[src/rtl/cpu_pkg.sv]
// Shared CPU definitions: hazard/IRQ sequencer state encodings and architectural constants.
package cpu_pkg;

  typedef enum logic [1:0] {
    ST_IDLE     = 2'd0,
    ST_STALL    = 2'd1,
    ST_IRQ_PEND = 2'd2,
    ST_HOLDOFF  = 2'd3
  } hz_state_e;

  localparam logic [4:0]  REG_ZERO = 5'd0;
  localparam logic [31:0] ILLOP    = 32'h8000_0004;
  localparam logic [31:0] XADR     = 32'h8000_0008;

endpackage

[src/rtl/load_use_detect.sv]
// Load-use hazard compare: the load in EX targets a register the ID instruction reads.
module load_use_detect
  import cpu_pkg::*;
(
  input  logic       MemRead_EX,
  input  logic [4:0] RegWrAddr_EX,
  input  logic [4:0] RsAddr_ID,
  input  logic [4:0] RtAddr_ID,
  input  logic       UseRs_ID,
  input  logic       UseRt_ID,
  output logic       hz
);

  assign hz = MemRead_EX && (RegWrAddr_EX != REG_ZERO) &&
              ((UseRs_ID && (RsAddr_ID == RegWrAddr_EX)) ||
               (UseRt_ID && (RtAddr_ID == RegWrAddr_EX)));

endmodule

[src/rtl/hazard_irq_ctrl.sv]
// Pipeline sequencer: load-use stalls, branch/jump flushes and interrupt acceptance at an ID boundary.
module hazard_irq_ctrl
  import cpu_pkg::*;
#(
  parameter int LOAD_USE_CYCLES = 1,
  parameter int IRQ_HOLDOFF     = 0
) (
  input  logic       clk,
  input  logic       reset,
  input  logic       MemRead_EX,
  input  logic [4:0] RegWrAddr_EX,
  input  logic [4:0] RsAddr_ID,
  input  logic [4:0] RtAddr_ID,
  input  logic       UseRs_ID,
  input  logic       UseRt_ID,
  input  logic       Branch_EX,
  input  logic       Jump_ID,
  input  logic       PC31_ID,
  input  logic       IRQ,
  output logic       Stall,
  output logic       IF_Flush,
  output logic       ID_Flush,
  output logic       IRQ_Take
);

  localparam int              HW        = (IRQ_HOLDOFF > 1) ? $clog2(IRQ_HOLDOFF + 1) : 1;
  localparam logic [1:0]      BUB_LOAD  = 2'(LOAD_USE_CYCLES - 1);
  localparam logic [HW-1:0]   HOLD_LOAD = HW'(IRQ_HOLDOFF);

  hz_state_e     state, state_n, ret_state;
  logic [1:0]    bub_cnt, bub_cnt_n;
  logic [HW-1:0] hold_cnt, hold_cnt_n;
  logic          pend, pend_n;
  logic          hz, hold_active, irq_in, take;

  load_use_detect u_lud (
    .MemRead_EX   (MemRead_EX),
    .RegWrAddr_EX (RegWrAddr_EX),
    .RsAddr_ID    (RsAddr_ID),
    .RtAddr_ID    (RtAddr_ID),
    .UseRs_ID     (UseRs_ID),
    .UseRt_ID     (UseRt_ID),
    .hz           (hz)
  );

  // While the holdoff window runs, IRQ is neither taken nor remembered.
  assign hold_active = (hold_cnt != '0);
  assign irq_in      = IRQ && !hold_active;
  assign take        = (irq_in || pend) && !PC31_ID && (state != ST_STALL) &&
                       !hold_active && !Branch_EX;

  always_comb begin
    state_n    = state;
    bub_cnt_n  = bub_cnt;
    pend_n     = pend || irq_in;
    hold_cnt_n = (hold_active && !PC31_ID) ? hold_cnt - 1'b1 : hold_cnt;
    Stall      = 1'b0;
    IF_Flush   = 1'b0;
    ID_Flush   = 1'b0;
    IRQ_Take   = 1'b0;
    // State to settle in once nothing more urgent is active.
    ret_state  = pend_n ? ST_IRQ_PEND : ((hold_cnt_n != '0) ? ST_HOLDOFF : ST_IDLE);

    if (reset) begin
      state_n = ST_IDLE;
    end else if (Branch_EX) begin
      IF_Flush  = 1'b1;
      ID_Flush  = 1'b1;
      bub_cnt_n = 2'd0;
      state_n   = ret_state;
    end else if (take) begin
      IRQ_Take   = 1'b1;
      IF_Flush   = 1'b1;
      ID_Flush   = 1'b1;
      pend_n     = 1'b0;
      hold_cnt_n = HOLD_LOAD;
      state_n    = (IRQ_HOLDOFF > 0) ? ST_HOLDOFF : ST_IDLE;
    end else if (state == ST_STALL) begin
      Stall    = 1'b1;
      ID_Flush = 1'b1;
      if (bub_cnt > 2'd1) begin
        bub_cnt_n = bub_cnt - 2'd1;
      end else begin
        bub_cnt_n = 2'd0;
        state_n   = ret_state;
      end
    end else if (hz) begin
      // A hazard during holdoff still stalls; the holdoff count keeps running alongside.
      Stall     = 1'b1;
      ID_Flush  = 1'b1;
      bub_cnt_n = BUB_LOAD;
      state_n   = (BUB_LOAD != 2'd0) ? ST_STALL : ret_state;
    end else begin
      IF_Flush = Jump_ID;
      state_n  = ret_state;
    end
  end

  always_ff @(posedge clk) begin
    if (reset) begin
      state    <= ST_IDLE;
      bub_cnt  <= 2'd0;
      hold_cnt <= '0;
      pend     <= 1'b0;
    end else begin
      state    <= state_n;
      bub_cnt  <= bub_cnt_n;
      hold_cnt <= hold_cnt_n;
      pend     <= pend_n;
    end
  end

endmodule

[config.mk]
export PLATFORM = sky130hd
export DESIGN_NAME = hazard_irq_ctrl
export DESIGN_NICKNAME = d
export VERILOG_FILES = /design/src/rtl/cpu_pkg.sv /design/src/rtl/load_use_detect.sv /design/src/rtl/hazard_irq_ctrl.sv
export SDC_FILE = /design/constraint.sdc
export NUM_CORES = 1
export LEC_CHECK = 0
export ABC_CLOCK_PERIOD_IN_PS = 2100
export CAP_MARGIN = 30
export CORE_MARGIN = 2
export CORE_UTILIZATION = 36
export DETAILED_ROUTE_END_ITERATION = 7
export GPL_TIMING_DRIVEN = 0
export HOLD_SLACK_MARGIN = 0.02
export PLACE_DENSITY = 0.79
export RECOVER_POWER = 100
export SLEW_MARGIN = 30
export SYNTH_ARGS = -nofsm -noshare
export SYNTH_HDL_FRONTEND = slang
export SYNTH_SLANG_ARGS = --single-unit
[constraint.sdc]
create_clock -name clk -period 2.1 [get_ports clk]
set_clock_uncertainty 0.05 [all_clocks]
set_input_delay 0.42 -clock clk [delete_from_list [all_inputs] [get_ports clk]]
set_output_delay 0.42 -clock clk [all_outputs]
set_load 0.005 [all_outputs]
### Word level (Yosys, flattened, before mapping)

Cells that the tools add are included.

| operators by class | value |
|---|---|
| eq/ne operators | 5 |
| magnitude comparators | 1 |
| reductions and logical operators | 19 |
| bitwise operators | 1 |
| add/subtract/negate cells | 2 |
| multiplexer cells | 30 |

Operator list:

| operator | count |
|---|---|
| $mux 1 | 21 |
| $mux 2 | 9 |
| $eq 5x5->1 | 2 |
| $logic_and 1x1->1 | 10 |
| $reduce_bool 5->1 | 1 |
| $ne 4x4->1 const B | 1 |
| $logic_not 1->1 | 3 |
| $eq 2x1->1 const B | 1 |
| $gt 2x1->1 const B | 1 |
| $logic_or 1x1->1 | 2 |
| $ne 2x1->1 const B | 1 |
| $reduce_and 2->1 | 1 |
| $reduce_bool 2->1 | 1 |
| $reduce_or 2->1 | 1 |
| $sub 2x1->2 const B | 1 |
| $not 1->1 | 1 |
| $sub 1x1->1 const B | 1 |

| word-level totals | value |
|---|---|
| output and inout port bits | 4 |
| word-level logic and storage cells | 62 |
| bits of input ports | 24 |
| register bits | 6 |

### Longest topological paths before layout

Gate-level depths: netlist of run 1.

| depth | value |
|---|---|
| depth in word-level cells | 10 |
| mapped depth | 5 |
| mapped depth without buffers | 4 |

### By module

A second synthesis of run 1 with hierarchy kept.

| second synthesis, totals | value |
|---|---|
| cells, all modules | 52 |
| area total of the unflattened synthesis | 439.2 µm² |

By module, submodules not included:

| module | area each (µm²) | seq. area each (µm²) | cells an instance | times used |
|---|---|---|---|---|
| hazard_irq_ctrl | 305.3 | 120.1 | 35 | 1 |
| load_use_detect | 133.9 | 0.0 | 17 | 1 |

### Worst setup path before layout of run 1

No wires, ideal clock.

| timing | value |
|---|---|
| kind | input to output |
| start point | in RegWrAddr_EX[1] |
| end point | out ID_Flush |
| stages | 4 |
| slack | 308 ps |
| arrival | 1322 ps |
| data required time | 1630 ps |
| buffers on the path | 0 |
| cells stage by stage | or4_4 o21ai_4 a31o_1 a31oi_1 |

| between the ends | value |
|---|---|
| longest elaborated chain between the ends | 9 |
| elaborated cells between the ends (all ways) | 13 |
| those cells by class | 2 x eq/ne; 5 x mux; 6 x reduce/logical |

Ends and longest elaborated chain:

| element | line | source |
|---|---|---|
| from (decl) | hazard_irq_ctrl.sv:11 | `input logic [4:0] RegWrAddr_EX,` |
| $eq 5x5->1 (on tied branches) | load_use_detect.sv:15, load_use_detect.sv:16 |  |
| $logic_and 1x1->1 (on tied branches) | load_use_detect.sv:15, load_use_detect.sv:16 |  |
| $logic_or 1x1->1 | load_use_detect.sv:15 | `((UseRs_ID && (RsAddr_ID == RegWrAddr_EX)) \|\|` |
| $logic_and 1x1->1 * | load_use_detect.sv:14 | `assign hz = MemRead_EX && (RegWrAddr_EX != REG_ZERO) &&` |
| $mux 1 * | hazard_irq_ctrl.sv:87 | `end else if (hz) begin` |
| $mux 1 * | hazard_irq_ctrl.sv:78 | `end else if (state == ST_STALL) begin` |
| $mux 1 * | hazard_irq_ctrl.sv:71 | `end else if (take) begin` |
| $mux 1 * | hazard_irq_ctrl.sv:66 | `end else if (Branch_EX) begin` |
| $mux 1 * | hazard_irq_ctrl.sv:64 | `if (reset) begin` |
| to (decl) | hazard_irq_ctrl.sv:22 | `output logic ID_Flush,` |

Every way passes the cells marked *; elsewhere a longest branch is shown, timed or not.

### Worst setup path after layout of run 1

| timing | value |
|---|---|
| start point | in IRQ |
| end point | out ID_Flush |

| between the ends | value |
|---|---|
| longest elaborated chain between the ends | 9 |

Ends and longest elaborated chain:

| element | line | source |
|---|---|---|
| from (decl) | hazard_irq_ctrl.sv:19 | `input logic IRQ,` |
| $logic_and 1x1->1 | hazard_irq_ctrl.sv:48 | `assign irq_in = IRQ && !hold_active;` |
| $logic_or 1x1->1 | hazard_irq_ctrl.sv:49 | `assign take = (irq_in \|\| pend) && !PC31_ID && (state != ST_STALL) &&` |
| $logic_and 1x1->1 (3 in series) | hazard_irq_ctrl.sv:49 |  |
| $logic_and 1x1->1 | hazard_irq_ctrl.sv:50 | `!hold_active && !Branch_EX;` |
| $mux 1 | hazard_irq_ctrl.sv:71 |  |
| $mux 1 | hazard_irq_ctrl.sv:66 |  |
| $mux 1 | hazard_irq_ctrl.sv:64 |  |

Every way passes these cells.

==> results by group, run 1 <==
Run status
  – Outcome: finished, violations left
  – Failing checks: setup timing

Worst setup path
  – R2R Setup Slk: 0.45 ns
  – CP startpoint kind: primary input
  – Max incr delay on CP: about 0.43 ns
  – Worst EP arrival: roughly 1.7 ns
  – WP data required: roughly 1.6 ns
  – Highest-delay cell along the critical path: clkdlybuf4s50_1
  – Worst Path Buf+Inv: 2
  – Element type at the critical path end: output pin
  – CP max FO: 3
  – Critical path, cell by cell: clkdlybuf4s50_1 > or2_4 > a31oi_2 > a31o_1 > a31oi_1 > buf_2
  – Reg2reg path depth: 7
  – Crit path kind: primary input to output pin
  – Family with the most delay on the worst path: buffers and inverters
  – CP startpoint: IRQ
  – Crit path to: ID_Flush
  – Reg2reg start: state[1]
  – Critical path depth: 6
  – Critical R2R Capture: bub_cnt[0]

Clock tree
  – CTS Sinks: 6
  – Max Root-Sink Buffers: 2
  – Worst-path clk slew: ~0.050 ns
  – H-tree depth: 1
  – Clock Latency Late Sink: ~0.26 ns
  – CTS Root Cell: clkbuf_4
  – CTS tree: built
  – CTS Buf Count: 3

Final layout
  – Non-Filler Instances: approximately 110
  – Sequential cell area: ~120 um^2
  – Finished Cell Area: a little over 900 um^2
  – Multi-input gate area: approximately 420 um^2
  – N_diodes: 0
  – Area Overhead vs Synth: 82.62%
  – Ratio of cells with drive above 1 in the final layout: between 30 and 40%
  – Layout Nets: 125
  – Fillcell total: 120

GRT
  – Global route overflow: 0
  – Vias in the first global route: 609
  – M1 GR Usage: ~22%
  – Grt met2 use: a little under two fifths
  – Met3 usage: ~3.8%
  – Pin count of the biggest net entering global routing: 11
  – Most Crowded Layer GR: met2
  – Initial antenna violation count: 0
  – Total global-route track usage: between 20% and 30%
  – First-pass GRT wire length: 2325 um

Timing
  – Max transition margin: about two thirds
  – Max Fclk: between 400 and 500 MHz
  – Tmin final: between 2 and 2.5 ns
  – Fin worst setup slack: -0.06818 ns
  – Hold Vio Cnt, Final: 0
  – Period utilization: 103.2%
  – Unrepaired setup endpoints after global routing: true
  – Hold slack final: around 0.47 ns
  – Slew @ Worst Pin: just under 0.5 ns
  – Final setup fails: 3
  – Fin. max-slew vios: 0

Die
  – Die W: around 41 um
  – Initial Util: about two fifths
  – Io pins: 28
  – Core Box Area: around 1300 um^2
  – Die Y: roughly 41 um
  – Cell Rows: 13
  – Die ar.: 1693 um^2

Logic synthesis
  – Seq/Total Area, Yosys: 24.18%
  – Synth unique cells: 29
  – Synth Area per Inst: ~8 um^2
  – Top-area cell type share of the netlist area: about a quarter
  – Mapped Cells: between 60 and 70
  – Synth warnings: 0
  – EDFF count, synth: 0
  – Async set-reset flop share out of synthesis: 0%
  – Most common cell in the synthesized netlist: xnor2_1
  – Leading area contributor after synthesis: dfxtp_1
  – Cell Area, Synth: 496.7 um^2
  – Commonest cells in the netlist: xnor2_1 (10), dfxtp_1 (6), nand2_1 (6)
  – Ranking of synthesized cells by area: dfxtp_1 (24%), xnor2_1 (18%), nand2_1 (4.5%), nand2b_1 (3.8%), o22a_1 (3.5%)
  – Synth Register Bits: 6
  – Syn Nets: 85
  – Primary FF master, synth: dfxtp_1

Pwr
  – Cell area power density: around 410 nW/um^2
  – VDD IR max: roughly 0.24 mV
  – Internal Power: between 0.0002 and 0.0003 W
  – Logic pwr share: 35.6%
  – Pwr Total: between 0.0003 and 0.0004 W
  – Seq pwr share: approximately a third
  – Psw: 0.0001104 W
  – P_leak: around 0.36 nW
  – Clock power frac: ~32%
  – Sw frac: 29.89%

Placement
  – Port bufs: 26
  – Placed cells: a little over 100
  – Placer Congestion: between 0.6 and 0.7
  – Dpl hpwl: ~1100 um
  – Pre-CTS setup slack: -0.7372 ns
  – Dpl cell area: between 700 and 800 um^2

Detailed routing
  – DRC violations left: 0
  – Drt first pass iters: 4
  – Starting DRT DRC Count: 12
  – Final wirelength: roughly 1700 um
  – Via count: around 640
  – Wire length per cell: between 15 and 20 um
  – Vias per inst: ~5.6
  – ANT nets after route: 0

Hold path
  – Min-delay worst type: flop to flop

Run
  – Max Cap Viol: 0
registers in the layout (all words and copies together), names as in the netlist:
name and flops:
bub_cnt 2, hold_active 1, pend 1, state 2
worst min-delay path by stage:
stage                           from          to  cells past startpoint
after CTS                 bub_cnt[1]  bub_cnt[1]                      2
after floorplan           bub_cnt[1]  bub_cnt[1]                      2
after global placement    bub_cnt[1]  bub_cnt[1]                      2
after global routing      bub_cnt[1]  bub_cnt[1]                      2
after detailed placement  bub_cnt[1]  bub_cnt[1]                      2
final                     bub_cnt[1]  bub_cnt[1]                      2
placed cells by master (no fill, tap or decap), types with 2 or more instances in the layout:
cell type	netlist	final
a21oi_1	3	3
buf_2	0	4
buf_4	0	5
buf_6	0	5
clkbuf_2	1	2
clkbuf_4	0	4
clkdlybuf4s50_1	0	5
dfxtp_1	6	6
dlygate4sd2_1	0	12
nand2_1	6	5
nand2b_1	3	2
nand4_1	2	2
nor2_1	4	2
nor3_1	2	2
o211ai_1	2	2
o22a_1	2	2
xnor2_1	10	10
per-stage QoR:
stage | setup TNS (ns) | util [%]
floorplan | 0 | -
global placement | -2.334 | 59.62
detailed placement | -2.362 | 59.62
CTS | -0.1158 | 66.83
global route | -0.2229 | 69.71
finish | -0.1225 | 69.71
routing by layer:
metal,vias up,part of all wire [%],routed length [um]
met2,31,52,907
met5,-,0,0
met3,9,6.3,110
li1,305,-,-
met4,0,4.5,78
met1,290,37,641
power by group through the flow:
stage	Combinational, W	Clock, W	Sequential, W
3_3_place_gp	0.000108	0	0.000121
4_1_cts	0.000121	0.000115	0.000119
5_1_grt	0.000140	0.000120	0.000119
2_1_floorplan	0.0000466	0	0.000120
3_5_place_dp	0.000110	0	0.000121
6_report	0.000131	0.000119	0.000119
area by class of cell:
type,count,area share [%]
multi-input combinational,52,46.76
timing repair buffer,35,34.07
sequential,6,13.24
clock buffer,3,2.483
tap,15,2.069
buffer,2,0.9655
inverter,1,0.4138
logic make-up (layout without fill, tap and decap cells):
kind of cell,count (synthesis),count (layout),share of synthesized area [%]
xor+xnor,10,10,17.63
simple gates,25,25,28.46
compound gates,17,17,27.21
buf+inv,3,41,2.516
flops,6,6,24.18
worst reg2reg max path, cell delays in order, from the launching register on:
cell and delay [ns]:
dfxtp_1 0.31, nand2b_1 0.10, clkbuf_2 0.21, nand3_2 0.14
clkbuf_4 0.16, buf_4 0.13, a2111o_1 0.39, o211ai_1 0.09
timing repair:
item	4_1_cts	5_1_grt
pin swaps	9	6
endpoints found under the setup margin	4	4
setup buffers	6	3
resized for setup	57	9
hold buffers	0	0
No activity file was read; power rests on OpenSTA's default activity.
==> inputs of run 2 (changes only) <==
--- a/config.mk
+++ b/config.mk
@@ -9,12 +9,13 @@
 export CAP_MARGIN = 30
 export CORE_MARGIN = 2
 export CORE_UTILIZATION = 36
+export CTS_CLUSTER_SIZE = 28
 export DETAILED_ROUTE_END_ITERATION = 7
 export GPL_TIMING_DRIVEN = 0
 export HOLD_SLACK_MARGIN = 0.02
 export PLACE_DENSITY = 0.79
 export RECOVER_POWER = 100
-export SLEW_MARGIN = 30
+export SLEW_MARGIN = 20
 export SYNTH_ARGS = -nofsm -noshare
 export SYNTH_HDL_FRONTEND = slang
 export SYNTH_SLANG_ARGS = --single-unit
==> results of run 2 <==
Same layout as run 1: the final DEF is identical, and so are final timing and power.
